[src/rtl/gpio_pad_pkg.sv]
// Shared definitions for the GPIO pad controller: config word layout,
// reset config value, FSM state codes and the register-port request bundle.
package gpio_pad_pkg;

  localparam int CFG_W  = 13;
  localparam int ADDR_W = 4;

  // Bit offsets inside a pad config word
  localparam int B_OEB      = 0;
  localparam int B_INP_DIS  = 1;
  localparam int B_IB_MODE  = 2;
  localparam int B_VTRIP    = 3;
  localparam int B_SLOW     = 4;
  localparam int B_HOLDOVER = 5;
  localparam int B_AN_EN    = 6;
  localparam int B_AN_SEL   = 7;
  localparam int B_AN_POL   = 8;
  localparam int B_DM_LO    = 9;
  localparam int B_HOLD     = 12;

  // Safe state: output driver off, weak drive mode, nothing analog, no hold
  localparam logic [CFG_W-1:0] CFG_DEFAULT = 13'h0201;

  localparam logic [0:0] S_INIT = 1'b0;
  localparam logic [0:0] S_RUN  = 1'b1;

  typedef struct packed {
    logic              write;
    logic [ADDR_W-1:0] addr;
    logic [CFG_W-1:0]  wdata;
  } cfg_req_t;

  function automatic logic addr_bad(input logic [ADDR_W-1:0] addr, input int num_io);
    return int'(addr) >= num_io;
  endfunction

endpackage

[src/rtl/gpio_in_sync.sv]
// One-bit pad input synchroniser with rise/fall detection on the
// synchronised level.
module gpio_in_sync #(
  parameter int SYNC_STAGES = 2
) (
  input  logic clock_i,
  input  logic reset_i,
  input  logic async_i,
  output logic level_o,
  output logic rise_o,
  output logic fall_o
);

  logic [SYNC_STAGES-1:0] sync_q, sync_d;
  logic                   prev_q, prev_d;

  always_comb begin
    sync_d = {sync_q[SYNC_STAGES-2:0], async_i};
    prev_d = sync_q[SYNC_STAGES-1];
  end

  always_ff @(posedge clock_i) begin
    if (reset_i) begin
      sync_q <= '0;
      prev_q <= 1'b0;
    end else begin
      sync_q <= sync_d;
      prev_q <= prev_d;
    end
  end

  assign level_o = sync_q[SYNC_STAGES-1];
  assign rise_o  = sync_q[SYNC_STAGES-1] & ~prev_q;
  assign fall_o  = ~sync_q[SYNC_STAGES-1] & prev_q;

endmodule

[src/rtl/gpio_pad_ctrl.sv]
// GPIO padframe controller: power-up enable sequencing, per-pad config
// registers behind a valid/ready port, pad control fan-out and input sampling.
module gpio_pad_ctrl import gpio_pad_pkg::*; #(
  parameter int NUM_IO      = 16,
  parameter int CFG_W       = 13,
  parameter int SYNC_STAGES = 2,
  parameter int ENH_DELAY   = 8
) (
  input  logic                clock_i,
  input  logic                reset_i,
  input  logic                cfg_valid_i,
  output logic                cfg_ready_o,
  input  logic                cfg_write_i,
  input  logic [3:0]          cfg_addr_i,
  input  logic [CFG_W-1:0]    cfg_wdata_i,
  output logic [CFG_W-1:0]    cfg_rdata_o,
  output logic                cfg_rvalid_o,
  output logic                cfg_err_o,
  input  logic [NUM_IO-1:0]   gpio_out_i,
  output logic [NUM_IO-1:0]   gpio_in_o,
  output logic [NUM_IO-1:0]   gpio_rise_o,
  output logic [NUM_IO-1:0]   gpio_fall_o,
  input  logic [NUM_IO-1:0]   io_in_i,
  output logic [NUM_IO-1:0]   io_out_o,
  output logic [NUM_IO-1:0]   oeb_o,
  output logic [NUM_IO-1:0]   inp_dis_o,
  output logic [NUM_IO-1:0]   ib_mode_sel_o,
  output logic [NUM_IO-1:0]   vtrip_sel_o,
  output logic [NUM_IO-1:0]   slow_sel_o,
  output logic [NUM_IO-1:0]   holdover_o,
  output logic [NUM_IO-1:0]   analog_en_o,
  output logic [NUM_IO-1:0]   analog_sel_o,
  output logic [NUM_IO-1:0]   analog_pol_o,
  output logic [NUM_IO-1:0]   hldh_n_o,
  output logic [NUM_IO-1:0]   enh_o,
  output logic [3*NUM_IO-1:0] dm_o
);

  localparam int CNT_W = $clog2(ENH_DELAY) + 1;

  logic [0:0]       state_q, state_d;
  logic [CNT_W-1:0] cnt_q, cnt_d;
  logic             run;

  always_comb begin
    state_d = state_q;
    cnt_d   = cnt_q;
    if (state_q == S_INIT) begin
      if (cnt_q == CNT_W'(ENH_DELAY - 1)) state_d = S_RUN;
      else                                cnt_d   = cnt_q + CNT_W'(1);
    end
  end

  always_ff @(posedge clock_i) begin
    if (reset_i) begin
      state_q <= S_INIT;
      cnt_q   <= '0;
    end else begin
      state_q <= state_d;
      cnt_q   <= cnt_d;
    end
  end

  assign run         = (state_q == S_RUN);
  assign cfg_ready_o = run;

  // Register port
  cfg_req_t req;
  logic     accept, bad, rd_acc;

  assign req    = '{write: cfg_write_i, addr: cfg_addr_i, wdata: cfg_wdata_i};
  assign accept = cfg_valid_i & run;
  assign bad    = addr_bad(req.addr, NUM_IO);
  assign rd_acc = accept & ~req.write;

  logic [NUM_IO-1:0][CFG_W-1:0] cfg_q;
  logic [CFG_W-1:0]             rd_sel;
  logic [CFG_W-1:0]             rdata_q, rdata_d;
  logic                         rvalid_q, err_q;
  logic [NUM_IO-1:0]            io_out_q;

  always_comb begin
    rd_sel = '0;
    for (int i = 0; i < NUM_IO; i++)
      if (req.addr == ADDR_W'(i)) rd_sel = cfg_q[i];
  end

  always_comb begin
    rdata_d = rdata_q;
    if (rd_acc) rdata_d = bad ? '0 : rd_sel;
  end

  always_ff @(posedge clock_i) begin
    if (reset_i) begin
      for (int i = 0; i < NUM_IO; i++) cfg_q[i] <= CFG_DEFAULT;
      rdata_q  <= '0;
      rvalid_q <= 1'b0;
      err_q    <= 1'b0;
      io_out_q <= '0;
    end else begin
      // Out-of-range writes match no pad and are dropped
      for (int i = 0; i < NUM_IO; i++)
        if (accept && req.write && req.addr == ADDR_W'(i)) cfg_q[i] <= req.wdata;
      rdata_q  <= rdata_d;
      rvalid_q <= rd_acc;
      err_q    <= accept & bad;
      io_out_q <= gpio_out_i;
    end
  end

  assign cfg_rdata_o  = rdata_q;
  assign cfg_rvalid_o = rvalid_q;
  assign cfg_err_o    = err_q;

  // Pad fan-out: until the enable sequence completes every pad sees the safe default
  logic [NUM_IO-1:0][CFG_W-1:0] pad_cfg;

  always_comb begin
    for (int i = 0; i < NUM_IO; i++) pad_cfg[i] = run ? cfg_q[i] : CFG_DEFAULT;
  end

  for (genvar i = 0; i < NUM_IO; i++) begin : g_pad
    assign oeb_o[i]         = pad_cfg[i][B_OEB];
    assign inp_dis_o[i]     = pad_cfg[i][B_INP_DIS];
    assign ib_mode_sel_o[i] = pad_cfg[i][B_IB_MODE];
    assign vtrip_sel_o[i]   = pad_cfg[i][B_VTRIP];
    assign slow_sel_o[i]    = pad_cfg[i][B_SLOW];
    assign holdover_o[i]    = pad_cfg[i][B_HOLDOVER];
    assign analog_en_o[i]   = pad_cfg[i][B_AN_EN];
    assign analog_sel_o[i]  = pad_cfg[i][B_AN_SEL];
    assign analog_pol_o[i]  = pad_cfg[i][B_AN_POL];
    assign dm_o[3*i +: 3]   = pad_cfg[i][B_DM_LO +: 3];
    assign hldh_n_o[i]      = ~(run & pad_cfg[i][B_HOLD]);
  end

  assign enh_o    = {NUM_IO{run}};
  assign io_out_o = run ? io_out_q : '0;

  gpio_in_sync #(.SYNC_STAGES(SYNC_STAGES)) u_sync [NUM_IO-1:0] (
    .clock_i (clock_i),
    .reset_i (reset_i),
    .async_i (io_in_i),
    .level_o (gpio_in_o),
    .rise_o  (gpio_rise_o),
    .fall_o  (gpio_fall_o)
  );

endmodule

[config.mk]
export PLATFORM = sky130hd
export DESIGN_NAME = gpio_pad_ctrl
export DESIGN_NICKNAME = d
export VERILOG_FILES = /design/src/rtl/gpio_pad_pkg.sv /design/src/rtl/gpio_in_sync.sv /design/src/rtl/gpio_pad_ctrl.sv
export SDC_FILE = /design/constraint.sdc
export NUM_CORES = 1
export LEC_CHECK = 0
export BUFFER_PORTS_ARGS = -buffer_cell sky130_fd_sc_hd__buf_4
export CORE_ASPECT_RATIO = 0.9
export CORE_UTILIZATION = 50
export CTS_BUF_LIST = sky130_fd_sc_hd__clkbuf_2 sky130_fd_sc_hd__clkbuf_4 sky130_fd_sc_hd__clkbuf_8
export DETAILED_ROUTE_END_ITERATION = 10
export PLACE_DENSITY_LB_ADDON = 0.25
export REMOVE_ABC_BUFFERS = 1
export SLEW_MARGIN = 10
export SYNTH_ARGS = -nofsm -noshare
export SYNTH_HDL_FRONTEND = slang
export SYNTH_HIERARCHICAL = 1
export SYNTH_SLANG_ARGS = --single-unit
export TNS_END_PERCENT = 10
[constraint.sdc]
create_clock -name clock_i -period 1.9 [get_ports clock_i]
set_clock_uncertainty 0.1 [all_clocks]
set_input_delay 0.38 -clock clock_i [delete_from_list [all_inputs] [get_ports clock_i]]
set_output_delay 0.38 -clock clock_i [all_outputs]
set_load 0.02 [all_outputs]
==> results.yml <==
pwr:
  power_density_nw_per_um2: 684.4
  irDropWorstVdd_mv: 0.5943
  p_leak_nw: 8.354
  p_total_mw: 13.57
sta:
  grt_setup_unrepaired: "true"
  tightest_slew_ns: 1.084
  slew_viol_final: 0
  hold_viol: 0
  fmax_ghz: 0.4612
  fin_tns_setup_ns: -46.76
  setup_ws_ns: -0.2682
  final.period_utilization_pct: 114.1
  setup_violations: 245
  period_needed_ns: 2.168
  worst_hold_slack_ns: 0.1225
  slew_headroom_pct: 27.76
setup_path:
  start_kind: "flop"
  reg2reg_from: "cfg_ready_o"
  cp.arrival_ns: 1.69
  r2r_slack_ns: -0.04
  worstPathMaxFanout: 8
  max_stage_delay_ns: 0.35
  r2r_cells: 7
  crit_end: "dm_o[8]"
  worstPathRequired_ns: 1.42
  slowest_stage: "dfxtp_4"
  crit_type: "reg2out"
  end_kind: "output pin"
  reg2reg_to: "cfg_rdata_o[8]"
  startpoint: "cfg_ready_o"
  worstPathCellList: "buf_12, buf_16, clkbuf_16, and2_4, buf_6"
synthesis:
  async_flop_share_pct: 0
  yosysMostFrequentCell: "nand2_1"
  synth_ff_type: "dfxtp_1"
  synth_common_cells: "nand2_1 (467), dfxtp_1 (291), a21oi_1 (209)"
  ys_seq_area_share_pct: 42.53
  syn_avg_cell_area_um2: 7.704
  yosysTopAreaCellShare_pct: 42.53
  syn-instance-count: 1778
  synth_warnings: 6
  synth.area.top_cells: "dfxtp_1 (43%), nand2_1 (13%), and2_1 (8.2%)"
  synth_top_area_cell: "dfxtp_1"
  synth_area_um2: 13700
  ys_seq_elements: 291
  synth-edff-count: 0
  synth_cell_types: 60
cells_and_area:
  drive_gt1_share_pct: 32.46
  fin_util_pct: 73.55
  final_nets: 2269
  area_delta_synth_final_pct: 44.76
  diodes: 0
global_route:
  grt_overflow_total: 0
  antenna_found_initial: 0
  grt_max_degree: 188
  grt_usage_pct: 35.83
  grt_pass1_vias: 13209
  grt_pass1_wl_um: 77950
route:
  dr_total_vias: 14570
  drt_iter0_drc: 1631
  wl_per_cell_um: 20.57
  ant_nets: 0
  drc: 0
  via_per_inst: 5.591
  dr.pass1.iters: 10
  wl_um: 53610
cts:
  cts.root.buffer_cell: "clkbuf_8"
  htree_levels: 2
  cts.sinks: 291
  cts_tree: "built"
  clk_latency_ns: 0.55
  clkTransAtPathRegs_ns: 0.06
  clock_path_buffers: 3
  cts_made_buffers: 46
die:
  coreArea_um2: 26960
  dieArea_um2: 28060
  fp.dieH_um: 159.0
  row_count: 57
  initial_core_util_pct: 50.81
  ios: 357
  die_width_um: 176.5
status:
  outcome: "finished, violations left"
  violations: "setup timing"
placed_design:
  post-place-ws_ns: -0.4219
  io_buffers: 355
  post-dp-hpwl_um: 35720
  gp_congestion: 0.9905
job:
  cap_violations: 0
worst_hold_path:
  hold_class: "in2reg"
## critical path: cells and delay by family (launching register included)
kind / cells / cell delay, ns
buffers and inverters: 4 / 0.61
flip-flops: 1 / 0.35
AND/OR/NAND/NOR: 1 / 0.16
## routing by layer
layer / routed length [um] / share of wire [%] / up-vias / track usage [%]
li1: - / - / 6700 / -
met1: 22200 / 41 / 6856 / 49.49
met2: 24350 / 45 / 887 / 56.25
met3: 5180 / 9.7 / 127 / 6.471
met4: 1879 / 3.5 / 0 / 12.15
met5: 0 / 0 / - / 0
## power breakdown
part | leakage [nW] | switching [mW] | internal, mW
clock network | 0.589 | 2.54 | 3.72
logic | 5.40 | 0.658 | 0.455
registers | 2.36 | 0.0308 | 6.17
total | 8.35 | 3.23 | 10.3
## placed cells by master, fill, tap and decap left out, drive strengths merged, types with 10 or more instances in the layout
master,count
nor3,12
mux2i,42
nor2,46
clkbuf,78
mux2,20
nand3b,36
nand2b,35
a21oi,209
buf,515
o21ai,48
and2,180
dlygate4sd3,32
dfxtp,291
a22oi,10
nor2b,102
nand2,467
## logic make-up (layout without fill, tap and decap cells)
group                    count (synthesis)  in the layout  share of synthesized area, %
buffers and inverters                  175            649                         5.673
multiplexers                            66             66                         5.371
adder cells (fa/ha/maj)                  1              1                       0.09133
AO/OA/AOI/OAI                          333            333                         13.86
flip-flops                             291            291                         42.53
XOR/XNOR                                 3              3                        0.1919
AND/OR/NAND/NOR                        908            908                         32.26
other                                    1              1                       0.02738
## worst min path at each step
stage | startpoint | endpoint | slack, ns | cells after the start
CTS | cfg_wdata_i[6] | cfg_q[110] | 0.1 | 3
global route | cfg_wdata_i[6] | cfg_q[84] | 0.1 | 3
detailed placement | u_sync[0]/sync_q[0] | u_sync[0]/sync_q[1] | 0.32 | 1
global placement | u_sync[12]/sync_q[0] | u_sync[12]/sync_q[1] | 0.32 | 1
floorplan | u_sync[0]/sync_q[0] | u_sync[0]/sync_q[1] | 0.31 | 1
finish | cfg_wdata_i[6] | cfg_q[149] | 0.12 | 3
## through the flow
stage | area (um^2) | std cells
after floorplan | 12960 | 1613
after global placement | 17340 | 2477
after detailed placement | 17340 | 2477
after CTS | 19270 | 2599
after global routing | 19830 | 2606
final | 19830 | 2606
## sequential cells by signal, summed over array words and instances, names as in the netlist
| signal | cells |
|---|---|
| cfg_q | 208 |
| io_out_q | 16 |
| cfg_rvalid_o | 1 |
| cfg_ready_o | 1 |
| cfg_rdata_o | 13 |
| u_sync/sync_q | 32 |
| u_sync/prev_q | 16 |
| cnt_q | 4 |
## area by class of cell
| cell class | instances | area [um^2] |
|---|---|---|
| well taps | 354 | 442.9 |
| multi-input cells | 1312 | 7360 |
| clock buffers | 73 | 948.4 |
| fillers | 1976 | 7131 |
| repair buffers | 554 | 5045 |
| clock inverters | 12 | 160.2 |
| flip-flops and latches | 291 | 5833 |
| inverters | 10 | 38.79 |
## what timing repair did
action,CTS,global route
gates resized for setup,105,130
pin swaps,3,3
hold endpoints to repair,32,0
hold buffers,32,0
buffers inserted,1,1
cloned,4,6
setup endpoints to repair,243,348
No activity file was read; power rests on OpenSTA's default activity.
